`src/rtl/seq_alu.sv`:
```
// seq_alu: multi-cycle 16-bit ALU with shift-add multiply and restoring divide.
// Define SEQ_ALU_DIV_EN to build the DIV/MOD datapath; otherwise opcodes 3/4 are illegal.
`default_nettype none

module seq_alu #(
    parameter int WIDTH    = 16,
    parameter int OP_WIDTH = 16
) (
    input  logic                clock,
    input  logic                reset_n,
    input  logic                alu_go,
    input  logic [OP_WIDTH-1:0] alu_op,
    input  logic [WIDTH-1:0]    alu_a,
    input  logic [WIDTH-1:0]    alu_b,
    output logic [WIDTH-1:0]    alu_out,
    output logic                alu_done,
    output logic                alu_err
);

    localparam logic [1:0] S_IDLE = 2'd0;
    localparam logic [1:0] S_MUL  = 2'd1;
    localparam logic [1:0] S_DIV  = 2'd2;
    localparam logic [1:0] S_FIX  = 2'd3;

    localparam logic [3:0] OP_ADD = 4'd0;
    localparam logic [3:0] OP_SUB = 4'd1;
    localparam logic [3:0] OP_MUL = 4'd2;
`ifdef SEQ_ALU_DIV_EN
    localparam logic [3:0] OP_DIV = 4'd3;
    localparam logic [3:0] OP_MOD = 4'd4;
`endif
    localparam logic [3:0] OP_AND = 4'd5;
    localparam logic [3:0] OP_OR  = 4'd6;
    localparam logic [3:0] OP_XOR = 4'd7;
    localparam logic [3:0] OP_NOT = 4'd8;
    localparam logic [3:0] OP_EQ  = 4'd9;
    localparam logic [3:0] OP_LT  = 4'd10;
    localparam logic [3:0] OP_SHL = 4'd11;
    localparam logic [3:0] OP_SHR = 4'd12;

    localparam int            CW   = $clog2(WIDTH);
    localparam logic [CW-1:0] LAST = CW'(WIDTH - 1);

    logic [1:0]       state, next_state;
    logic [CW-1:0]    cnt;
    logic [3:0]       op_lo;
    logic             op_hi_set;
    logic             start_mul, start_div, single_take;
    logic [WIDTH-1:0] single_res;
    logic             single_err;
    logic             shift_big;

    logic [WIDTH-1:0] mcand, mplier, acc, mul_sum;

`ifdef SEQ_ALU_DIV_EN
    logic [WIDTH-1:0] rem, dq, dvs, rem_n, dq_n, a_mag, b_mag, fix_res;
    logic [WIDTH:0]   shifted, trial;
    logic             neg_q, neg_r, is_mod, ge;
`endif

    assign op_lo     = alu_op[3:0];
    assign op_hi_set = |alu_op[OP_WIDTH-1:4];
    assign shift_big = |alu_b[WIDTH-1:4];
    assign start_mul = !op_hi_set && (op_lo == OP_MUL);
`ifdef SEQ_ALU_DIV_EN
    assign start_div = !op_hi_set && ((op_lo == OP_DIV) || (op_lo == OP_MOD)) && (alu_b != '0);
`else
    assign start_div = 1'b0;
`endif
    assign single_take = !start_mul && !start_div;

    assign mul_sum = acc + (mplier[0] ? mcand : '0);

`ifdef SEQ_ALU_DIV_EN
    assign a_mag   = alu_a[WIDTH-1] ? -alu_a : alu_a;
    assign b_mag   = alu_b[WIDTH-1] ? -alu_b : alu_b;
    // Restoring step: shift in the next dividend bit, keep the subtraction only if it did not borrow.
    assign shifted = {rem, dq[WIDTH-1]};
    assign trial   = shifted - {1'b0, dvs};
    assign ge      = !trial[WIDTH];
    assign rem_n   = ge ? trial[WIDTH-1:0] : {rem[WIDTH-2:0], dq[WIDTH-1]};
    assign dq_n    = {dq[WIDTH-2:0], ge};
    assign fix_res = is_mod ? (neg_r ? -rem : rem) : (neg_q ? -dq : dq);
`endif

    always_ff @(posedge clock) begin
        if (!reset_n) begin
            state <= S_IDLE;
        end else begin
            state <= next_state;
        end
    end

    always_comb begin
        next_state = state;
        case (state)
            S_IDLE: begin
                if (alu_go && start_mul) begin
                    next_state = S_MUL;
                end else if (alu_go && start_div) begin
                    next_state = S_DIV;
                end
            end
            S_MUL: begin
                if (cnt == LAST) begin
                    next_state = S_IDLE;
                end
            end
`ifdef SEQ_ALU_DIV_EN
            S_DIV: begin
                if (cnt == LAST) begin
                    next_state = S_FIX;
                end
            end
            S_FIX:   next_state = S_IDLE;
`else
            S_DIV, S_FIX: next_state = S_IDLE;
`endif
            default: next_state = S_IDLE;
        endcase
    end

    // Result of anything that finishes on the accepting edge, including all error cases.
    always_comb begin
        single_res = '0;
        single_err = 1'b0;
        if (op_hi_set) begin
            single_err = 1'b1;
        end else begin
            case (op_lo)
                OP_ADD: single_res = alu_a + alu_b;
                OP_SUB: single_res = alu_a - alu_b;
                OP_AND: single_res = alu_a & alu_b;
                OP_OR:  single_res = alu_a | alu_b;
                OP_XOR: single_res = alu_a ^ alu_b;
                OP_NOT: single_res = ~alu_a;
                OP_EQ:  single_res = {{(WIDTH-1){1'b0}}, (alu_a == alu_b)};
                OP_LT:  single_res = {{(WIDTH-1){1'b0}}, ($signed(alu_a) < $signed(alu_b))};
                OP_SHL: single_res = shift_big ? '0 : (alu_a << alu_b[3:0]);
                OP_SHR: single_res = shift_big ? '0 : (alu_a >> alu_b[3:0]);
                OP_MUL: single_res = '0;
                default: single_err = 1'b1;
            endcase
        end
    end

    always_ff @(posedge clock) begin
        if (!reset_n) begin
            alu_out  <= '0;
            alu_done <= 1'b0;
            alu_err  <= 1'b0;
            cnt      <= '0;
            mcand    <= '0;
            mplier   <= '0;
            acc      <= '0;
`ifdef SEQ_ALU_DIV_EN
            rem      <= '0;
            dq       <= '0;
            dvs      <= '0;
            neg_q    <= 1'b0;
            neg_r    <= 1'b0;
            is_mod   <= 1'b0;
`endif
        end else begin
            alu_done <= 1'b0;
            alu_err  <= 1'b0;
            case (state)
                S_IDLE: begin
                    if (alu_go) begin
                        if (single_take) begin
                            alu_out  <= single_res;
                            alu_done <= 1'b1;
                            alu_err  <= single_err;
                        end
                        cnt    <= '0;
                        mcand  <= alu_a;
                        mplier <= alu_b;
                        acc    <= '0;
`ifdef SEQ_ALU_DIV_EN
                        rem    <= '0;
                        dq     <= a_mag;
                        dvs    <= b_mag;
                        neg_q  <= alu_a[WIDTH-1] ^ alu_b[WIDTH-1];
                        neg_r  <= alu_a[WIDTH-1];
                        is_mod <= (op_lo == OP_MOD);
`endif
                    end
                end
                S_MUL: begin
                    acc    <= mul_sum;
                    mcand  <= mcand << 1;
                    mplier <= mplier >> 1;
                    cnt    <= cnt + 1'b1;
                    if (cnt == LAST) begin
                        alu_out  <= mul_sum;
                        alu_done <= 1'b1;
                    end
                end
`ifdef SEQ_ALU_DIV_EN
                S_DIV: begin
                    rem <= rem_n;
                    dq  <= dq_n;
                    cnt <= cnt + 1'b1;
                end
                S_FIX: begin
                    alu_out  <= fix_res;
                    alu_done <= 1'b1;
                end
`endif
                default: ;
            endcase
        end
    end

endmodule

`default_nettype wire
```
`config.mk`:
```
export PLATFORM = sky130hd
export DESIGN_NAME = seq_alu
export DESIGN_NICKNAME = d
export VERILOG_FILES = /design/src/rtl/seq_alu.sv
export SDC_FILE = /design/constraint.sdc
export NUM_CORES = 1
export LEC_CHECK = 0
export ABC_AREA = 0
export CAP_MARGIN = 20
export CORE_MARGIN = 4
export CORE_UTILIZATION = 42
export DETAILED_ROUTE_END_ITERATION = 10
export GPL_ROUTABILITY_DRIVEN = 0
export PLACE_DENSITY = 0.58
export SYNTH_ARGS = -nofsm -noshare
export SYNTH_HDL_FRONTEND = slang
export SYNTH_SLANG_ARGS = --single-unit
```
`constraint.sdc`:
```
create_clock -name clock -period 7.08 [get_ports clock]
set_clock_uncertainty 0.15 [all_clocks]
set_input_delay 1.416 -clock clock [delete_from_list [all_inputs] [get_ports clock]]
set_output_delay 1.416 -clock clock [all_outputs]
set_load 0.01 [all_outputs]
```
==> Word-level counts from Yosys, hierarchy flattened <==
Index checks and enable logic that the tools add are counted.
{ "word_totals": {"register_bits": 72, "wordCells": 81} }
{ "op_classes": {"n_addsub": 4, "n_lt_le_gt_ge": 1, "n_eq_ne": 19, "shifts": 2, "n_mux": 26, "n_bitwise": 7, "n_reduce_logical": 14} }
{ "ops": {"columns": ["cell", "n"], "rows": [
  ["2-to-1 mux 16 bit", 10],
  ["one-hot mux 16 bit (10 select lines)", 1],
  ["one-hot mux 16 bit (2 select lines)", 4],
  ["adder 16 bit", 2],
  ["== test 4 bit (second input constant)", 6],
  ["OR reduction 12 bit", 2],
  ["AND 16 bit", 1],
  ["== test 16 bit", 1],
  ["< comparator 16 bit", 1],
  ["NOT 16 bit", 1],
  ["OR 16 bit", 1],
  ["left shift 16 x 4 -> 16 bit", 1],
  [">> shifter 16 x 4 -> 16 bit", 1],
  ["subtractor 16 bit", 1],
  ["bitwise XOR 16 bit", 1],
  ["== test 4 x 3 -> 1 bit (second input constant)", 3],
  ["OR reduction 11 bit", 1],
  ["inequality test 2 bit (second input constant)", 4],
  ["one-hot mux 4 bit (2 select lines)", 1],
  ["one-hot mux 2 bit (3 select lines)", 1],
  ["2-to-1 mux 1 bit", 5],
  ["adder 4 x 1 -> 4 bit (second input constant)", 1],
  ["== test 2 bit (second input constant)", 2],
  ["== test 4 x 1 -> 1 bit (second input constant)", 1],
  ["other kinds (15)", 20]
]} }

==> Logic depth before layout (Yosys ltp) <==
{ "logic_depth": {"ltp_word": 7, "ltp_mapped": 13, "depth_no_buf": 12} }

==> Worst setup path after synthesis <==
Ideal clock, no wire load.
{ "synth_timing": {"path_kind": "input-to-reg", "startpoint": "input alu_b[2]", "endpoint": "register alu_out[14]", "setup_ns": 0.126, "arrival_ns": 4.014, "t_required_ns": 6.804, "slack_ns": 2.790, "path_stages": 13, "cell_sequence": "buf_2 > clkinv_1 > clkbuf_1 > ha_1 > buf_6 > a21o_1 > a211o_1 > a221oi_2 > a2111oi_2 > nor3_2 > nor4b_1 > o41ai_1 > a21oi_1"} }
{ "synth_between": {"elab_chain_cells": 7, "elab_cells_between_ends": 11} }
{ "synth_lines": {"columns": ["item", "line_no", "rtl"], "rows": [
  ["start: declaration", "14", "input logic [WIDTH-1:0] alu_b,"],
  ["branches (longest 2 deep; another with subtractor 16 bit)", null, null],
  ["one-hot mux 16 bit (10 select lines) (*)", "130", "case (op_lo)"],
  ["2-to-1 mux 16 bit (*)", "127", "if (op_hi_set) begin"],
  ["2-to-1 mux 16 bit (*)", "170", "if (single_take) begin"],
  ["2-to-1 mux 16 bit (*)", "169", "if (alu_go) begin"],
  ["one-hot mux 16 bit (2 select lines) (*)", "167", "case (state)"],
  ["end signal: assignment", "171", "alu_out <= single_res;"],
  ["end signal: assignment", "195", "alu_out <= mul_sum;"],
  ["end: declaration", "15", "output logic [WIDTH-1:0] alu_out,"]
]} }
Every way passes the cells marked *. The select of a mux whose other input is x is not followed.
A chain may end at the register's enable or synchronous reset.

==> Worst setup path after layout <==
Ends and elaborated chain as after synthesis.

==> impl_metrics.toml <==
[yosys]
yosys_warnings = 0
synthCells = 990
synth_largest_area_cell = "dfxtp_1"
ys_seq_area_share_pct = 18.9
syn-num-nets = 1112
syn_avg_cell_area_um2 = 7.58
ys_ff_latch = 71
synthDistinctLibCells = 70
ys.flop_type = "dfxtp_1"
netlist_area_mm2 = 0.00750
synthTopCellsByArea = "dfxtp_1 19%, ha_1 11%, a21oi_1 7.1%"
async_flop_share_pct = 0
synth_edf_count = 0
synth_top_area_share_pct = 18.9

[clock_network]
cts_buffers = 9
cts_resized = 0
clock-sinks = 71
insertion_delay_ns = 0.34
ctsHoldBuffers = 0
cts_setup_buffers = 0
clock_path_buffers = 2
cts_tree = "yes"
clk_pin_slew_ns = 0.05
htree_levels = 3
cts_root_buf = "clkbuf_16"

[drt]
drtIter0Drc = 803
routedWlPerCell_um = 21.8
drc_errors = 0
via_per_inst = 6.22
routed_wl_um = 27100
drtPass1Iterations = 5
vias = 7715
ant_nets = 0

[finish]
multi_input_area_mm2 = 0.00558
final_common_cell = "nor2_1"
syn_to_final_growth_pct = 14.1
drive_above_1_share_pct = 7.78
n_antenna_cell = 0
finalNetCount = 1133
fill_cells = 1789
register_area_mm2 = 0.00142
final_cell_mix = "133 x nor2_1, 107 x a21oi_1, 70 x dfxtp_1"

[floorplanning]
io_pins = 69
initial_core_util_pct = 43.1
coreArea_mm2 = 0.0174
dieArea_mm2 = 0.0201
die_y_um = 142
rows = 48
die_x_um = 142

[sta]
drv_slew = 0
holdWs_ns = 0.312
grt_setup_unrepaired = "false"
worst_slew_pin_slew_ns = 1.01
fmax_mhz = 208
finalCritPeriodShare_pct = 68.0
hold_viol = 0
min_period_ns = 4.82
tns_ns = 0
setup_viol = 0
relSlewSlack_pct = 32.4

[worst_setup_path]
slowest_stage = "clkdlybuf4s50_1"
cp.arrival_ns = 4.88
critPathKind = "input pin to flop"
cp.required_ns = 7.15
cpLargestDelayFamily = "compound AO/OA/AOI/OAI gates"
crit_buf_inv = 2
cp_max_fo = 20
end_kind = "flop"
path_cells = "clkdlybuf4s50_1 -> clkinv_1 -> ha_1 -> a21o_1 -> a211o_1 -> a221oi_2 -> a2111oi_2 -> nor3_2 -> nor4b_1 -> o41ai_1 -> a21oi_1"
critPathLaunchType = "input pin"
cp_slowest_stage_delay_ns = 0.95

[power]
p_clk_share_pct = 38.3
p_comb_share_pct = 28.7
swShare_pct = 32.1
leakage_nw = 3.49
cellPowerDensity_mw_per_mm2 = 151
p_switching_uw = 414
p_seq_share_pct = 33.0
p_int_uw = 877
peakVddDrop_mv = 0.114

[global_routing]
grt_pass1_vias = 7129
grt_max_degree = 75
grt_overflow = 0
grt_util_all_layers_pct = 26.2
antenna_found_initial = 0
grt_pass1_wl_um = 41000

[outcome]
outcome = "finished clean"

[place]
io_buffers = 68
place.detailed.hpwl_um = 20200

[worst_hold_path]
hold_class = "flop to flop"

[flow_run]
cap_violations = 0
-- power groups by stage --
| stage | Sequential (mW) | Combinational (mW) | Clock, mW |
|---|---|---|---|
| after global placement | 0.435 | 0.360 | 0 |
| after detailed placement | 0.435 | 0.360 | 0 |
| final | 0.427 | 0.370 | 0.494 |
| after CTS | 0.427 | 0.362 | 0.504 |
| after floorplan | 0.432 | 0.240 | 0 |
| after global routing | 0.428 | 0.400 | 0.521 |
-- through the flow --
stage | instances | cell area, um^2 | total power [mW] | worst slack [ns] | utilization [%]
after floorplan | 990 | 7500 | 0.672 | 2.79 | -
after global placement | 1223 | 8220 | 0.795 | 2.04 | 47.2
after detailed placement | 1224 | 8230 | 0.795 | 2.00 | 47.3
after CTS | 1240 | 8550 | 1.29 | 2.34 | 49.1
after global routing | 1241 | 8570 | 1.35 | 1.93 | 49.2
final | 1241 | 8570 | 1.29 | 2.26 | 49.2
-- metal layers --
metal  part of all wire (%)  GRT usage, %
met5                      0             0
met4                    3.6          10.1
met3                    8.7          6.47
met2                     44          39.3
met1                     44          36.2
-- kinds of logic after synthesis --
logic type	share of synthesized area (%)
xor gates and xnor gates	2.22
buffers and inverters	6.72
DFF	18.9
muxes	12.8
adders and majority gates	12.1
AOI/OAI and AO/OA	27.7
and+or+nand+nor	19.5
-- flip-flops by register name (all words and copies together), names as in the netlist --
| name | count |
|---|---|
| acc | 16 |
| alu_out | 16 |
| mcand | 16 |
| mplier | 16 |
| cnt | 4 |
| alu_done | 1 |
| alu_err | 1 |
| state | 1 |
-- cells in the mapped netlist, types with 12 or more instances --
master      n
nor2_1    133
a21oi_1   107
dfxtp_1    71
ha_1       68
nand2_1    60
o21ai_0    59
clkbuf_1   46
inv_1      46
mux2i_1    43
and2_1     24
a211oi_1   17
a221oi_1   17
nor3_1     17
mux2_2     16
mux4_2     15
nand3_1    15
o22ai_1    14
a21o_1     13
a31oi_1    13
buf_2      13
nor4_1     13
o211ai_1   12
xnor2_1    12
-- path summary, 6_finish.rpt --
kind,start,to,slack (ns),cells after the start
max,alu_b[2],alu_out[14],2.26,11
min,acc[5],acc[5],0.31,2
max reg2reg,mplier[0],alu_out[12],3.81,11
min reg2reg,acc[5],acc[5],0.31,2
-- worst register-to-register path, stage by stage (launching register included) --
cell	delay (ns)
dfxtp_1	0.45
and2_1	0.22
ha_1	0.22
fa_1	0.47
a211oi_1	0.32
nor2_1	0.12
o31ai_1	0.34
a31oi_1	0.20
xor2_1	0.17
and2_1	0.21
nor3_1	0.21
a21oi_1	0.09
-- cell type report --
cell class / count / area share (%)
Inverter: 49 / 2.15
Clock inverter: 6 / 1.10
Sequential cell: 71 / 16.6
Clock buffer: 10 / 2.67
Multi-Input combinational cell: 799 / 65.1
Tap cell: 225 / 3.29
Timing Repair Buffer: 81 / 9.06
Note: power is estimated with default switching activity, not from simulation.
